==> src/rtl/regfile_mp.sv <==
// Multi-port integer register file: NREAD combinational read ports, NWRITE write ports,
// same-cycle write bypass, hardwired r0 and a pending-write scoreboard for hazard checks.
module regfile_mp #(
    parameter int DATA_W = 32,
    parameter int ADDR_W = 5,
    parameter int NREAD  = 2,
    parameter int NWRITE = 2
) (
    input  logic                     clk_in,
    input  logic                     rstn_in,
    input  logic                     rdy_in,
    input  logic [NREAD-1:0]         re_i,
    input  logic [NREAD*ADDR_W-1:0]  raddr_i,
    output logic [NREAD*DATA_W-1:0]  rdata_o,
    output logic [NREAD-1:0]         rbusy_o,
    input  logic [NWRITE-1:0]        we_i,
    input  logic [NWRITE*ADDR_W-1:0] waddr_i,
    input  logic [NWRITE*DATA_W-1:0] wdata_i,
    input  logic                     rsv_i,
    input  logic [ADDR_W-1:0]        rsv_addr_i,
    output logic                     rsv_ok_o,
    output logic [ADDR_W:0]          busy_cnt_o
);
    localparam int DEPTH = 2 ** ADDR_W;

    logic [DATA_W-1:0] mem_reg [DEPTH];
    logic [DEPTH-1:0]  busy_reg;
    logic [DEPTH-1:0]  busy_next;
    logic [ADDR_W:0]   cnt_reg;
    logic [ADDR_W:0]   cnt_next;

    logic [ADDR_W-1:0] waddr [NWRITE];
    logic [DATA_W-1:0] wdata [NWRITE];
    logic [NWRITE-1:0] wr_eff;

    genvar gi;
    generate
        for (gi = 0; gi < NWRITE; gi++) begin : g_wr
            assign waddr[gi]  = waddr_i[gi*ADDR_W +: ADDR_W];
            assign wdata[gi]  = wdata_i[gi*DATA_W +: DATA_W];
            assign wr_eff[gi] = we_i[gi] && rdy_in && (waddr[gi] != '0);
        end

        for (gi = 0; gi < NREAD; gi++) begin : g_rd
            logic [ADDR_W-1:0] raddr;
            logic              hit;
            logic [DATA_W-1:0] byp;

            assign raddr = raddr_i[gi*ADDR_W +: ADDR_W];

            // Ascending scan so the highest matching write port supplies the bypass data.
            always_comb begin
                hit = 1'b0;
                byp = '0;
                for (int j = 0; j < NWRITE; j++) begin
                    if (wr_eff[j] && (waddr[j] == raddr)) begin
                        hit = 1'b1;
                        byp = wdata[j];
                    end
                end
            end

            assign rdata_o[gi*DATA_W +: DATA_W] =
                (!re_i[gi] || raddr == '0) ? '0 : (hit ? byp : mem_reg[raddr]);
            assign rbusy_o[gi] = re_i[gi] && (raddr != '0) && busy_reg[raddr] && !hit;
        end
    endgenerate

    logic rsv_hit;
    always_comb begin
        rsv_hit = 1'b0;
        for (int j = 0; j < NWRITE; j++) begin
            if (wr_eff[j] && (waddr[j] == rsv_addr_i)) rsv_hit = 1'b1;
        end
    end

    assign rsv_ok_o = rsv_i && rdy_in &&
                      ((rsv_addr_i == '0) || !busy_reg[rsv_addr_i] || rsv_hit);

    // Clears first, then the set: a new producer reserving a register being written wins.
    always_comb begin
        busy_next = busy_reg;
        for (int j = 0; j < NWRITE; j++) begin
            if (wr_eff[j]) busy_next[waddr[j]] = 1'b0;
        end
        if (rsv_ok_o && (rsv_addr_i != '0)) busy_next[rsv_addr_i] = 1'b1;
    end

    always_comb begin
        cnt_next = '0;
        for (int r = 0; r < DEPTH; r++) begin
            cnt_next = cnt_next + (ADDR_W+1)'(busy_next[r]);
        end
    end

    always_ff @(posedge clk_in or negedge rstn_in) begin
        if (!rstn_in) begin
            busy_reg <= '0;
            cnt_reg  <= '0;
        end else begin
            busy_reg <= busy_next;
            cnt_reg  <= cnt_next;
        end
    end

    // Later ports overwrite earlier ones on an address collision.
    always_ff @(posedge clk_in or negedge rstn_in) begin
        if (!rstn_in) begin
            for (int r = 0; r < DEPTH; r++) mem_reg[r] <= '0;
        end else begin
            for (int j = 0; j < NWRITE; j++) begin
                if (wr_eff[j]) mem_reg[waddr[j]] <= wdata[j];
            end
        end
    end

    assign busy_cnt_o = cnt_reg;

endmodule

==> config.mk <==
export PLATFORM = sky130hd
export DESIGN_NAME = regfile_mp
export DESIGN_NICKNAME = d
export VERILOG_FILES = /design/src/rtl/regfile_mp.sv
export SDC_FILE = /design/constraint.sdc
export NUM_CORES = 2
export LEC_CHECK = 0
export CAP_MARGIN = 0
export CORE_ASPECT_RATIO = 0.9
export CORE_MARGIN = 1
export CORE_UTILIZATION = 24
export CTS_CLUSTER_DIAMETER = 30
export DETAILED_ROUTE_END_ITERATION = 10
export SETUP_SLACK_MARGIN = 0.1
export SLEW_MARGIN = 20
export SYNTH_ARGS = -nofsm -noshare
export SYNTH_HDL_FRONTEND = slang
export SYNTH_SLANG_ARGS = --single-unit
==> constraint.sdc <==
create_clock -name clk_in -period 9.3 [get_ports clk_in]
set_input_delay 2.325 -clock clk_in [delete_from_list [all_inputs] [get_ports clk_in]]
set_output_delay 2.325 -clock clk_in [all_outputs]
set_load 0.05 [all_outputs]
==> impl_metrics.ini <==
[run_status]
status = complete, no violations

[routing]
ant_nets = 0
dr_total_vias = 54850
first_pass_iters = 7
viasPerCell = 5.443
wl_um = 276100
wl_per_cell_um = 27.40
drc = 0
drt-initial-drc-count = 7217

[global_routing]
grt_pass1_vias = 54280
grt-ovfl-total = 0
antenna_found_initial = 21
grt_pass1_wl_um = 400000
grt_max_degree = 171
grt_usage = 0.1904

[place]
hpwl_um = 156200
gp_congestion = 0.9111
port_buffers = 169

[power_and_ir_drop]
finalPower_uw = 20070
power.density_nw_per_um2 = 245.7
p_leak_uw = 0.03446
peakVddDrop_mv = 0.3548

[synth]
avgSynthCellArea_um2 = 10.69
yosys-mux-area-fraction = 0.3555
synth_top_family_by_area = multiplexers
synth_fp_nets = 6471
synth-async-reset-ratio = 1.000
synth_ff_type = dfrtp_1
syn-cell-area_um2 = 67800
ys_warn_count = 0
synth_edf_count = 0
synth_xor_xnor_area_share = 0.004263
synth-seq-area-share = 0.3920
synth-simple-area-share = 0.07540
synth_cell_types = 57
synth_compound_area_frac = 0.1133
synth_fa_ha_area_frac = 0.008378
synthCells = 6343
ys_ff_latch = 1062

[clocking]
cts_max_level = 4
clk_path_buf_depth = 3
clkTransAtPathRegs_ps = 40
cts_root_buffer = clkbuf_16
cts_tree = yes
cts_sinks = 1062
worstSkewPairLatency_ps = 840
cts_hold_buf = 0
cts_setup_buffers = 0
cts_buffers = 232
cts.repair.resized = 0

[sta]
report.final.slew_viol_count = 0
final_hold_viol_count = 0
max_freq_ghz = 0.1186
slew_headroom = 0.2159
worstMarginPinSlew_ps = 1176
finalSetupTns_ps = 0
skew_ps = 11.14
post-route-period-util = 0.9067
min_period_ps = 8432
rsz0062_at_grt = no
setup_viol = 0

[setup_path]
regToRegStartpoint = busy_reg[28]
path_class = primary input to output port
cp.required_ps = 6980
end_kind = output port
cp-start-kind = primary input
cp_cell_sequence = clkdlybuf4s50_1 -> xor2_1 -> nor3_1 -> nand3_1 -> nor2_4 -> a32o_1 -> clkdlybuf4s50_1
critPathMostFrequentCell = clkdlybuf4s50_1
slowest_delay_ps = 870
worst-path-max-fanout = 17
worstPathArrival_ps = 6110
slowest_stage = clkdlybuf4s50_1
crit_path_start = waddr_i[8]

[floorplanning]
dieArea_um2 = 284600
start_util = 0.2420
io_pins = 170
coreArea_um2 = 280200
die_h_um = 506.2
core.rowCount = 184
die_w_um = 562.3

[cells_and_area]
layout-drive-gt1-share = 0.2148
area_delta_synth_final_pct = 20.50
fin_nets = 6279
largest_reg_flops = 1024

[min_path]
hold_path_class = register to register
hold_path.startpoint = mem_reg[1011]

[run]
max_cap_viol_count = 0
## worst max-delay path: cells and delay by family
family / cells / cell delay, ps
buf+inv: 2 / 1560
simple gates: 3 / 1470
compound gates: 1 / 420
xor+xnor: 1 / 280
## cells in the final DEF, fill, tap and decap left out, drive strengths merged, types with 7 or more instances in the layout
cell type / count
a21o: 7
a21oi: 296
a22oi: 68
a32o: 36
buf: 301
bufinv: 39
clkbuf: 293
clkdlybuf4s50: 102
clkinv: 55
clkinvlp: 28
dfrtp: 1062
fa: 24
ha: 7
inv: 46
mux2: 33
mux2i: 1149
mux4: 543
nand2: 803
nand2b: 10
nand3: 51
nand3b: 8
nand4: 11
nor2: 313
nor2b: 8
nor3: 18
nor3b: 9
nor4: 8
o21a: 32
o21ai: 802
o221ai: 62
o22ai: 32
o31ai: 10
xnor2: 8
xor2: 25
## per-layer routing
layer,global-route usage,vias up,wire [um]
li1,-,22900,-
met1,0.2439,27490,107300
met2,0.2913,3546,122900
met3,0.05761,909,30980
met4,0.09303,12,14860
met5,0,-,72
## cells by family (layout without fill, tap and decap cells)
group,Yosys count,after routing
mux,1725,1725
compound gates,1370,1370
simple gates,1265,1265
flops,1062,1062
buf+inv,857,864
xor+xnor,33,33
fa+ha+maj,31,31
other cells,0,6
## path summary, 6_finish.rpt
kind	end	slack (ps)	cells past startpoint
worst min-delay path	mem_reg[1011]	390	0
max in group asynchronous	mem_reg[856]	5730	3
worst min register to register	mem_reg[1011]	390	0
worst max register to register	busy_cnt_o[4]	2770	20
worst max-delay path	rdata_o[31]	870	7
min in group asynchronous	busy_reg[18]	1460	1
## metrics by stage
stage          cell area, um2  std cells    util  setup slack [ps]  hold slack, ps
6_report                81700      10080  0.2916             867.8           394.2
5_1_grt                 81690      10070  0.2915             674.4           403.7
4_1_cts                 81670      10070  0.2915             817.8           395.8
3_5_place_dp            73240       9637  0.2614             123.8           386.9
3_3_place_gp            73260       9637  0.2615             50.15           381.4
2_1_floorplan           67800       6343       -             813.2           441.3
## cell usage after synthesis (all sizes together) (10+ instances only)
cell type	number	area [um2]
a21oi	296	1481
fa	24	480.5
o21ai	802	4014
mux2	33	371.6
clkbuf	604	2301
xor2	25	219.0
nor2	313	1175
o31ai	10	75.07
inv	27	101.3
nand3	51	255.2
mux2i	1149	11500
o221ai	62	543.0
a32o	36	360.4
nand4	11	68.82
mux4	543	12230
nor3	18	95.09
nand2	803	3017
a22oi	68	510.5
o22ai	32	200.2
o21a	32	240.2
buf	225	1065
dfrtp	1062	26580
nand2b	10	62.56
## power breakdown
| group | total (uW) | internal (uW) | switching, uW |
|---|---|---|---|
| Clock | 8830 | 5940 | 2890 |
| Sequential | 6560 | 5700 | 860 |
| Combinational | 4690 | 2350 | 2340 |
## final cells by class
class,count,area (um2)
sequential,1062,26580
clock inverter,140,2042
timing repair buffer,403,3623
inverter,28,105.1
antenna,6,15.01
fill,28310,198500
multi-input combinational,4424,38290
clock buffer,293,6387
tap,3720,4654
(Power assumes the default switching activity.)
